--- config.mk ---
export PLATFORM = sky130hd
export DESIGN_NAME = apb_uart_master_arbiter
export DESIGN_NICKNAME = d
export VERILOG_FILES = /design/src/rtl/apb_uart_master_arbiter.sv
export SDC_FILE = /design/constraint.sdc
export NUM_CORES = 1
export LEC_CHECK = 0
export CAP_MARGIN = 30
export CORE_ASPECT_RATIO = 0.5
export CORE_MARGIN = 3
export CORE_UTILIZATION = 42
export CTS_CLUSTER_SIZE = 12
export DETAILED_ROUTE_END_ITERATION = 10
export PLACE_DENSITY = 0.8
export REMOVE_ABC_BUFFERS = 1
export SLEW_MARGIN = 0
export SYNTH_ARGS = -nofsm -noshare
export SYNTH_HDL_FRONTEND = slang
export SYNTH_SLANG_ARGS = --single-unit
--- constraint.sdc ---
create_clock -name PCLK -period 2.15 [get_ports PCLK]
set_input_delay 0.43 -clock PCLK [delete_from_list [all_inputs] [get_ports PCLK]]
set_output_delay 0.43 -clock PCLK [all_outputs]
set_load 0.005 [all_outputs]
--- src/rtl/apb_uart_master_arbiter.sv ---
`default_nettype none
// ============================================================================
// Module  : apb_uart_master_arbiter
// Brief   : Round-robin APB master that shares one APB UART slave between two
//           requesters. Optional ACCESS wait-state timeout: APB_TIMEOUT_EN.
// Revision: 1.0 - initial release
// ============================================================================
module apb_uart_master_arbiter #(
  parameter int ADDR_W         = 12,
  parameter int DATA_W         = 8,
  parameter int RDATA_W        = 32,
  parameter int TIMEOUT_CYCLES = 16
) (
  input  logic               PCLK,
  input  logic               PRESETn,
  input  logic               req0_valid,
  input  logic               req0_write,
  input  logic [ADDR_W-1:0]  req0_addr,
  input  logic [DATA_W-1:0]  req0_wdata,
  output logic               req0_ack,
  output logic [RDATA_W-1:0] req0_rdata,
  output logic               req0_err,
  input  logic               req1_valid,
  input  logic               req1_write,
  input  logic [ADDR_W-1:0]  req1_addr,
  input  logic [DATA_W-1:0]  req1_wdata,
  output logic               req1_ack,
  output logic [RDATA_W-1:0] req1_rdata,
  output logic               req1_err,
  output logic               PSEL,
  output logic               PENABLE,
  output logic               PWRITE,
  output logic [ADDR_W-1:0]  PADDR,
  output logic [DATA_W-1:0]  PWDATA,
  input  logic [RDATA_W-1:0] PRDATA,
  input  logic               PREADY,
  output logic [1:0]         grant,
  output logic               busy
);

  localparam logic [1:0] S_IDLE   = 2'd0;
  localparam logic [1:0] S_SETUP  = 2'd1;
  localparam logic [1:0] S_ACCESS = 2'd2;

  logic [1:0]         r_state;
  logic               r_last;
  logic               r_pwrite;
  logic [ADDR_W-1:0]  r_paddr;
  logic [DATA_W-1:0]  r_pwdata;
  logic               r_ack0;
  logic               r_ack1;
  logic [RDATA_W-1:0] r_rdata0;
  logic [RDATA_W-1:0] r_rdata1;

  logic               w_elig0;
  logic               w_elig1;
  logic               w_win;
  logic               w_pick1;
  logic               w_done;
  logic               w_tmo;
  logic               w_end;

  // A requester being acked this cycle is still holding valid; it must not be regranted.
  assign w_elig0 = req0_valid & ~r_ack0;
  assign w_elig1 = req1_valid & ~r_ack1;
  assign w_win   = w_elig0 | w_elig1;
  assign w_pick1 = w_elig1 & (~w_elig0 | ~r_last);
  assign w_done  = (r_state == S_ACCESS) & PREADY;
  assign w_end   = w_done | w_tmo;

`ifdef APB_TIMEOUT_EN
  localparam int C_CNT_W = $clog2(TIMEOUT_CYCLES + 1);

  logic [C_CNT_W-1:0] r_cnt;
  logic               r_err0;
  logic               r_err1;
  logic               w_cnt_max;

  assign w_cnt_max = (r_cnt == C_CNT_W'(TIMEOUT_CYCLES));
  assign w_tmo     = (r_state == S_ACCESS) & ~PREADY & w_cnt_max;

  always_ff @(posedge PCLK or negedge PRESETn) begin
    if (!PRESETn) begin
      r_cnt  <= '0;
      r_err0 <= 1'b0;
      r_err1 <= 1'b0;
    end else begin
      if (r_state == S_SETUP) begin
        r_cnt <= '0;
      end else if ((r_state == S_ACCESS) && !PREADY && !w_cnt_max) begin
        r_cnt <= r_cnt + 1'b1;
      end
      r_err0 <= w_tmo & ~r_last;
      r_err1 <= w_tmo &  r_last;
    end
  end

  assign req0_err = r_err0;
  assign req1_err = r_err1;
`else
  logic w_unused_tmo;

  assign w_tmo        = 1'b0;
  assign w_unused_tmo = (TIMEOUT_CYCLES == 0);
  assign req0_err     = 1'b0;
  assign req1_err     = 1'b0;
`endif

  always_ff @(posedge PCLK or negedge PRESETn) begin
    if (!PRESETn) begin
      r_state  <= S_IDLE;
      r_last   <= 1'b1;
      r_pwrite <= 1'b0;
      r_paddr  <= '0;
      r_pwdata <= '0;
      r_ack0   <= 1'b0;
      r_ack1   <= 1'b0;
      r_rdata0 <= '0;
      r_rdata1 <= '0;
    end else begin
      r_ack0 <= w_end & ~r_last;
      r_ack1 <= w_end &  r_last;
      case (r_state)
        S_IDLE: begin
          if (w_win) begin
            r_state  <= S_SETUP;
            r_last   <= w_pick1;
            r_pwrite <= w_pick1 ? req1_write : req0_write;
            r_paddr  <= w_pick1 ? req1_addr  : req0_addr;
            r_pwdata <= w_pick1 ? req1_wdata : req0_wdata;
          end
        end
        S_SETUP: begin
          r_state <= S_ACCESS;
        end
        S_ACCESS: begin
          if (w_done && !r_pwrite) begin
            if (r_last) begin
              r_rdata1 <= PRDATA;
            end else begin
              r_rdata0 <= PRDATA;
            end
          end
          if (w_end) begin
            r_state <= S_IDLE;
          end
        end
        default: begin
          r_state <= S_IDLE;
        end
      endcase
    end
  end

  // The owner during a transfer is always the most recent winner.
  assign PSEL       = (r_state != S_IDLE);
  assign PENABLE    = (r_state == S_ACCESS);
  assign busy       = PSEL;
  assign grant      = PSEL ? (r_last ? 2'b10 : 2'b01) : 2'b00;
  assign PWRITE     = r_pwrite;
  assign PADDR      = r_paddr;
  assign PWDATA     = r_pwdata;
  assign req0_ack   = r_ack0;
  assign req1_ack   = r_ack1;
  assign req0_rdata = r_rdata0;
  assign req1_rdata = r_rdata1;

endmodule
`default_nettype wire

# Yosys cells after proc, flatten, opt, wreduce, memory -nomap -nowiden
# Cells that the tools add are included.
# totals
ff_bits	90
elab_cells	41
in_bits	79
# classes
bitwise	12
reduce_logical	8
eq_ne	4
n_mux	8
# ops
operator	count
$mux W12	1
$mux W2	4
$mux W8	1
$and A1 B1 Y1	6
$pmux W2 S3	1
$reduce_and A3 Y1	2
$not A1 Y1	4
$reduce_and A2 Y1	2
$eq A2 B1 Y1 const B	1
$eq A2 B2 Y1 const B	1
$logic_not A2 Y1	1
$ne A2 B1 Y1 const B	1
$ne A2 B2 Y1 const B	1
$or A1 B1 Y1	2
$reduce_bool A2 Y1	1
$logic_and A1 B1 Y1	1
$logic_not A1 Y1	1
$mux W1	1

# Logic depth before layout (Yosys ltp)
# Gate-level depths: netlist of run 1.
# logic_depth
depth_word	6
ltp_mapped	5

# Worst setup path before layout of run 1
# OpenSTA, ideal clock, no wires.
# synth_timing
path_kind	flip-flop to output port
startpoint	register r_state[1]
endpoint	output grant[1]
stages_incl_launch_ff	5
arrival_time_ns	1.103
t_required_ns	1.720
path_slack_ns	0.617
cell_sequence	dfrtp_1 or2_1 buf_2 buf_2 and2_1
# synth_via
elab_chain_cells	2
# synth_lines
item	line	source
from (decl)	45	logic [1:0] r_state;
from (signal assigned)	111	r_state <= S_IDLE;
from (signal assigned)	126	r_state <= S_SETUP;
from (signal assigned)	134	r_state <= S_ACCESS;
$reduce_bool A2 Y1	156	assign PSEL = (r_state != S_IDLE);
via PSEL	30	output logic PSEL,
$mux W2	159	assign grant = PSEL ? (r_last ? 2'b10 : 2'b01) : 2'b00;
to (decl)	37	output logic [1:0] grant,
# The timed path passes the listed nets, and every way through them passes these cells.

# Final worst setup path of run 1
# layout_timing
startpoint	register r_state[0]
endpoint	output grant[1]
# layout_via
elab_chain_cells	2
# layout_lines
item	line
$reduce_bool A2 Y1	156
$mux W2	159
# Every way passes these cells.

==> flow_summary_export.csv, run 1 <==
group,metric,value,unit
finish,area_delta_synth_final,53.7,%
clock_network,cts-root-buf,"clkbuf_16",
worst_setup_path,worst-path-buf-inv,1,
logic_synthesis,ys_seq_elements,90,
die,die_w,143,um
timing,finalWorstSetupSlack,65.8,ps
worst_setup_path,crit_path_max_incr_delay,440,ps
route,drtPass1Iterations,4,
die,initial_utilization,44.3,%
timing,hold_violations,0,
global_route,grt_pass1_vias,3159,
timing,fin_crit,2080,ps
global_route,grt_overflow_total,0,
logic_synthesis,synth_area_leaders,"dfrtp_1 (56%), mux2_2 (18%), and3b_1 (4.9%)",
worst_setup_path,critPathCaptureType,"output port",
die,rows,24,
logic_synthesis,ys_warn_count,0,
worst_setup_path,endpoint,"grant[1]",
worst_setup_path,critPathKind,"reg2out",
clock_network,cts_max_level,3,
worst_setup_path,startpoint_type,"flip-flop",
die,die_y,74.7,um
die,die_area,10700,um2
finish,fillers,664,
route,remaining_drc_errors,0,
logic_synthesis,avgSynthCellArea,13.9,um2
clock_network,clkTransAtPathRegs,60,ps
worst_setup_path,rrSetupSlack,490,ps
global_route,grt_pass1_wl,17200,um
logic_synthesis,yosys.area.top_type_share,56.2,%
timing,finalSetupViolations,0,
pwr,p_leak,2.58,nW
logic_synthesis,synth-edff-count,0,
worst_setup_path,worst_path_max_delay_cell,"clkdlybuf4s50_1",
logic_synthesis,yosys-top-cells-count,"dfrtp_1 (89), mux2_2 (63), and3b_1 (22)",
place,hpwlAfterDp,7890,um
die,io_pins,173,
global_route,grt_usage,20.7,%
worst_setup_path,cp_cell_sequence,"or2_4 -> and2_1 -> clkdlybuf4s50_1",
route,wl_per_cell,19.2,um
route,routed_via_density,5.27,
route,vias,3042,
logic_synthesis,synth.most_common_cell,"dfrtp_1",
worst_setup_path,cp_max_fo,5,
logic_synthesis,synth_top_cell_by_area,"dfrtp_1",
route,totalWireLength,11100,um
pwr,p_per_area,1340,nW/um2
finish,drive_gt1_share,22.2,%
hold_path,hp-class,"in2async",
worst_setup_path,crit_arrival,1650,ps
logic_synthesis,synth_area,3970,um2
status,outcome,"complete, no violations",
pwr,ir_drop,0.570,mV
clock_network,numCtsBuffers,9,
die,core-area,8950,um2
place,port_buffers,170,
worst_setup_path,crit_family,"simple AND/OR/NAND/NOR gates",
clock_network,clock_latency,330,ps
global_route,grt_max_degree,38,
clock_network,cts_buffer_depth,2,
timing,clock_skew,5.72,ps
timing,slew_viol_final,0,
worst_setup_path,timing.rr.start,"r_state[0]",
finish,multi_input_area,1550,um2
timing,fmax,0.480,GHz
finish,layout.area.seq,2250,um2
logic_synthesis,yosysSeqAreaShare,56.8,%
clock_network,hold_buffers,0,
timing,whs,54.2,ps
run,drv_cap,0,
logic_synthesis,synthArstFlopShare,100,%
clock_network,postCtsSetupBuffers,0,
worst_setup_path,critPathRequiredTime,1720,ps
finish,fin_nets,534,
place,globalplace.congestion,0.806,
place,place_ws,91.9,ps
finish,diodes,0,
worst_setup_path,path_depth,3,
logic_synthesis,netlist_instances,286,
route,drt_iter0_drc,178,
timing,rsz0062_at_grt,"false",
global_route,antenna_found_initial,0,
worst_setup_path,reg2reg_to,"PADDR[6]",
clock_network,cts_tree,"built",
logic_synthesis,synth.distinct_cells,25,
pwr,finalPower,8.16,mW
route,antenna_left,0,
timing,finalCritPeriodShare,96.9,%
worst_setup_path,startpoint,"r_state[0]",
logic_synthesis,ys.flop_type,"dfrtp_1",
worst_setup_path,r2r_cells,5,
clock_network,clock-sinks,90,
==> where the power goes <==
group          leakage (nW)  switching (mW)  internal [mW]
Sequential             1.10           0.479           2.51
Combinational          1.34            1.24           2.46
Clock                 0.136           0.653          0.822
==> layer usage <==
metal | part of all wire [%] | routed length, um | vias to the layer above | track usage [%]
met5 | 0 | 0 | - | 0
met4 | 1.5 | 162 | 0 | 6.47
met3 | 4.9 | 536 | 13 | 4.51
met2 | 55 | 6040 | 90 | 39.4
met1 | 39 | 4310 | 1528 | 23.8
li1 | - | - | 1411 | -
==> layout make-up <==
class	instances	area share [%]
sequential	90	37.0
timing repair buffer	186	30.5
multi-input combinational	168	25.5
clock buffer	11	3.98
tap	117	2.40
clock inverter	5	0.637
==> what timing repair did <==
item / CTS / global route
gates cloned: 0 / 0
gates resized for setup: 1 / 1
setup endpoints to repair: 2 / 1
hold endpoints to repair: 0 / 0
==> cells by family (layout without fill, tap and decap cells) <==
family,after synthesis,after routing,synth area share [%]
compound gates,64,64,12.3
buf+inv,29,202,4.13
flops,90,90,56.8
mux,66,66,18.7
other cells,1,2,0.0946
simple gates,36,36,7.89
==> sequential cells by signal, indices dropped and copies added (netlist names) <==
name        cells
req0_rdata     32
req1_rdata     32
PADDR          12
PWDATA          8
r_state         2
PWRITE          1
r_last          1
req0_ack        1
req1_ack        1
==> layout by cell type, fill, tap and decap left out, types with 2 or more instances in the layout <==
cell and instances:
dfrtp_1 88, clkinv_4 2, conb_1 2, clkdlybuf4s50_1 169, nor2_1 2, a221oi_1 21
mux2_2 63, mux2_1 2, a2bb2oi_1 21, o21ai_0 21, clkbuf_16 9, nor2b_1 2
nand2b_1 3, buf_12 3, buf_4 14, and3b_1 22
==> stage by stage <==
step	cell area (um2)	utilization [%]	TNS [ps]	instances
finish	6090	68.1	0	577
global route	6090	68.1	0	577
CTS	6090	68.1	0	577
detailed placement	5810	64.9	0	561
global placement	5810	64.9	0	561
floorplan	3800	-	-77.3	258
==> how the worst min path moves through the flow <==
stage	cells past startpoint	endpoint	slack, ps	startpoint
3_3_place_gp	1	req0_rdata[25]	430	PRESETn
2_1_floorplan	0	PADDR[0]	130	PRESETn
4_1_cts	1	r_state[1]	70	PRESETn
5_1_grt	1	r_state[1]	80	PRESETn
6_report	1	r_state[1]	50	PRESETn
3_5_place_dp	1	req0_rdata[25]	420	PRESETn
Power figures use the tool's default switching activity.
==> run 2, diff against run 1 <==
- CORE_UTILIZATION: 42 -> 38
- PLACE_DENSITY: 0.8 -> 0.76
- clock period: 2.15 -> 1.7 ns (I/O delays scaled with it)
==> flow_summary_export.csv, run 2 (synthesis results as in run 1) <==
group,metric,value,unit
finish,area_delta_synth_final,65.9,%
route,drtPass1Iterations,4,
timing,hold_violations,0,
finish,drive_gt1_share,27.7,%
global_route,antenna_found_initial,0,
place,placed_cells,589,
die,die_w,150,um
timing,rsz0062_at_grt,"true",
worst_setup_path,critPathKind,"reg2reg",
route,totalWireLength,12500,um
timing,fmax,0.567,GHz
global_route,grt_max_degree,91,
clock_network,clkTransAtPathRegs,60,ps
global_route,top_usage_layer,"met2",
place,globalplace.congestion,0.830,
timing,finalCritPeriodShare,104,%
die,rows,25,
place,post_dp_cell_area,5920,um2
status,outcome,"finished, violations left",
finish,final_area,6580,um2
hold_path,hp-class,"in2async",
timing,finalWorstSetupSlack,-65.0,ps
finish,fin_nets,556,
place,hpwlAfterDp,7940,um
route,drt_iter0_drc,92,
pwr,p_per_area,1700,nW/um2
worst_setup_path,startpoint,"r_state[0]",
route,vias,3160,
timing,finalSetupViolations,32,
clock_network,cts-root-buf,"clkbuf_16",
worst_setup_path,crit_arrival,1980,ps
clock_network,cts_tree,"built",
global_route,grt_pass1_vias,3330,
global_route,grt_usage,19.2,%
clock_network,cts_max_level,3,
global_route,grt_pass1_wl,17800,um
worst_setup_path,critPathRequiredTime,1920,ps
route,remaining_drc_errors,0,
global_route,met3_usage,4.15,%
clock_network,cts_buffer_depth,2,
timing,fin_crit,1760,ps
timing,clock_skew,2.92,ps
status,failed_checks,"negative setup slack",
route,antenna_left,0,
run,drv_cap,0,
die,core-area,9790,um2
clock_network,numCtsBuffers,9,
worst_setup_path,startpoint_type,"flip-flop",
worst_setup_path,critPathCaptureType,"flip-flop",
finish,diodes,0,
finish,final_cells,616,
timing,slew_viol_final,0,
die,die_area,11800,um2
timing,slew_headroom,66.5,%
clock_network,clock-sinks,90,
pwr,ir_drop,0.653,mV
global_route,grt_overflow_total,0,
clock_network,clock_latency,330,ps
global_route,grt_use_met2,35.4,%
global_route,globalRouteMet1Util,22.4,%
route,wl_per_cell,20.2,um
finish,final_common_cell,"clkdlybuf4s50_1",
die,die_y,78.2,um
finish,final_cell_mix,"clkdlybuf4s50_1 (164), dfrtp_1 (87), mux2_4 (40), buf_4 (24), mux2_2 (23)",
worst_setup_path,timing.rr.start,"r_state[0]",
die,io_pins,173,
die,initial_utilization,40.5,%
route,routed_via_density,5.13,
pwr,p_leak,2.84,nW
timing,tightest_slew,502,ps
worst_setup_path,cp_max_fo,8,
place,port_buffers,170,
## run 2: power breakdown
part | internal (mW) | switching [mW]
clock network | 1.17 | 0.769
registers | 3.18 | 0.646
logic | 3.64 | 1.78
## run 2: metal layers
metal,share of wire (%),vias to the layer above
met5,0,-
met1,41,1631
met2,54,67
met3,3.4,12
li1,-,1450
met4,1.5,0
## run 2: final cells by class
| type | count | area (um2) |
|---|---|---|
| clock buffers | 12 | 246 |
| flip-flops and latches | 90 | 2260 |
| repair buffers | 208 | 2130 |
| clock inverters | 3 | 40.0 |
| fillers | 725 | 3210 |
| well taps | 135 | 169 |
| multi-input cells | 168 | 1740 |
## run 2: final timing paths
path	end	slack, ps	cells past startpoint
worst max-delay path	req1_rdata[22]	-60	6
worst min-delay path	req0_rdata[24]	7	2
worst max register to register	req1_rdata[22]	-60	6
worst min register to register	req0_rdata[24]	500	1
max in group asynchronous	r_state[0]	1250	2
min in group PCLK	req0_rdata[24]	500	1
## run 2: worst max-delay path, stage by stage (launching register included)
cell and delay [ps]:
dfrtp_2 440, buf_6 130, nand3b_4 180, nor3b_4 230
buf_6 180, buf_8 160, mux2_2 340
## run 2: timing repair
action	4_1_cts	5_1_grt
hold buffers	0	0
endpoints found under the setup margin	6	79
pin swaps	1	1
cloned	0	6
resized for setup	18	53
setup buffers	3	3
## run 2: stage by stage
step	setup WS (ps)	TNS, ps	total power, mW	hold slack, ps	utilization (%)
floorplan	-527	-25020	5.51	44.4	-
global placement	-231	-13800	8.54	429	60.4
detailed placement	-280	-16940	8.67	427	60.4
CTS	-26.2	-441	10.7	67.1	63.6
global route	-112	-3440	11.8	79.1	67.2
finish	-65.0	-1410	11.2	7.08	67.2
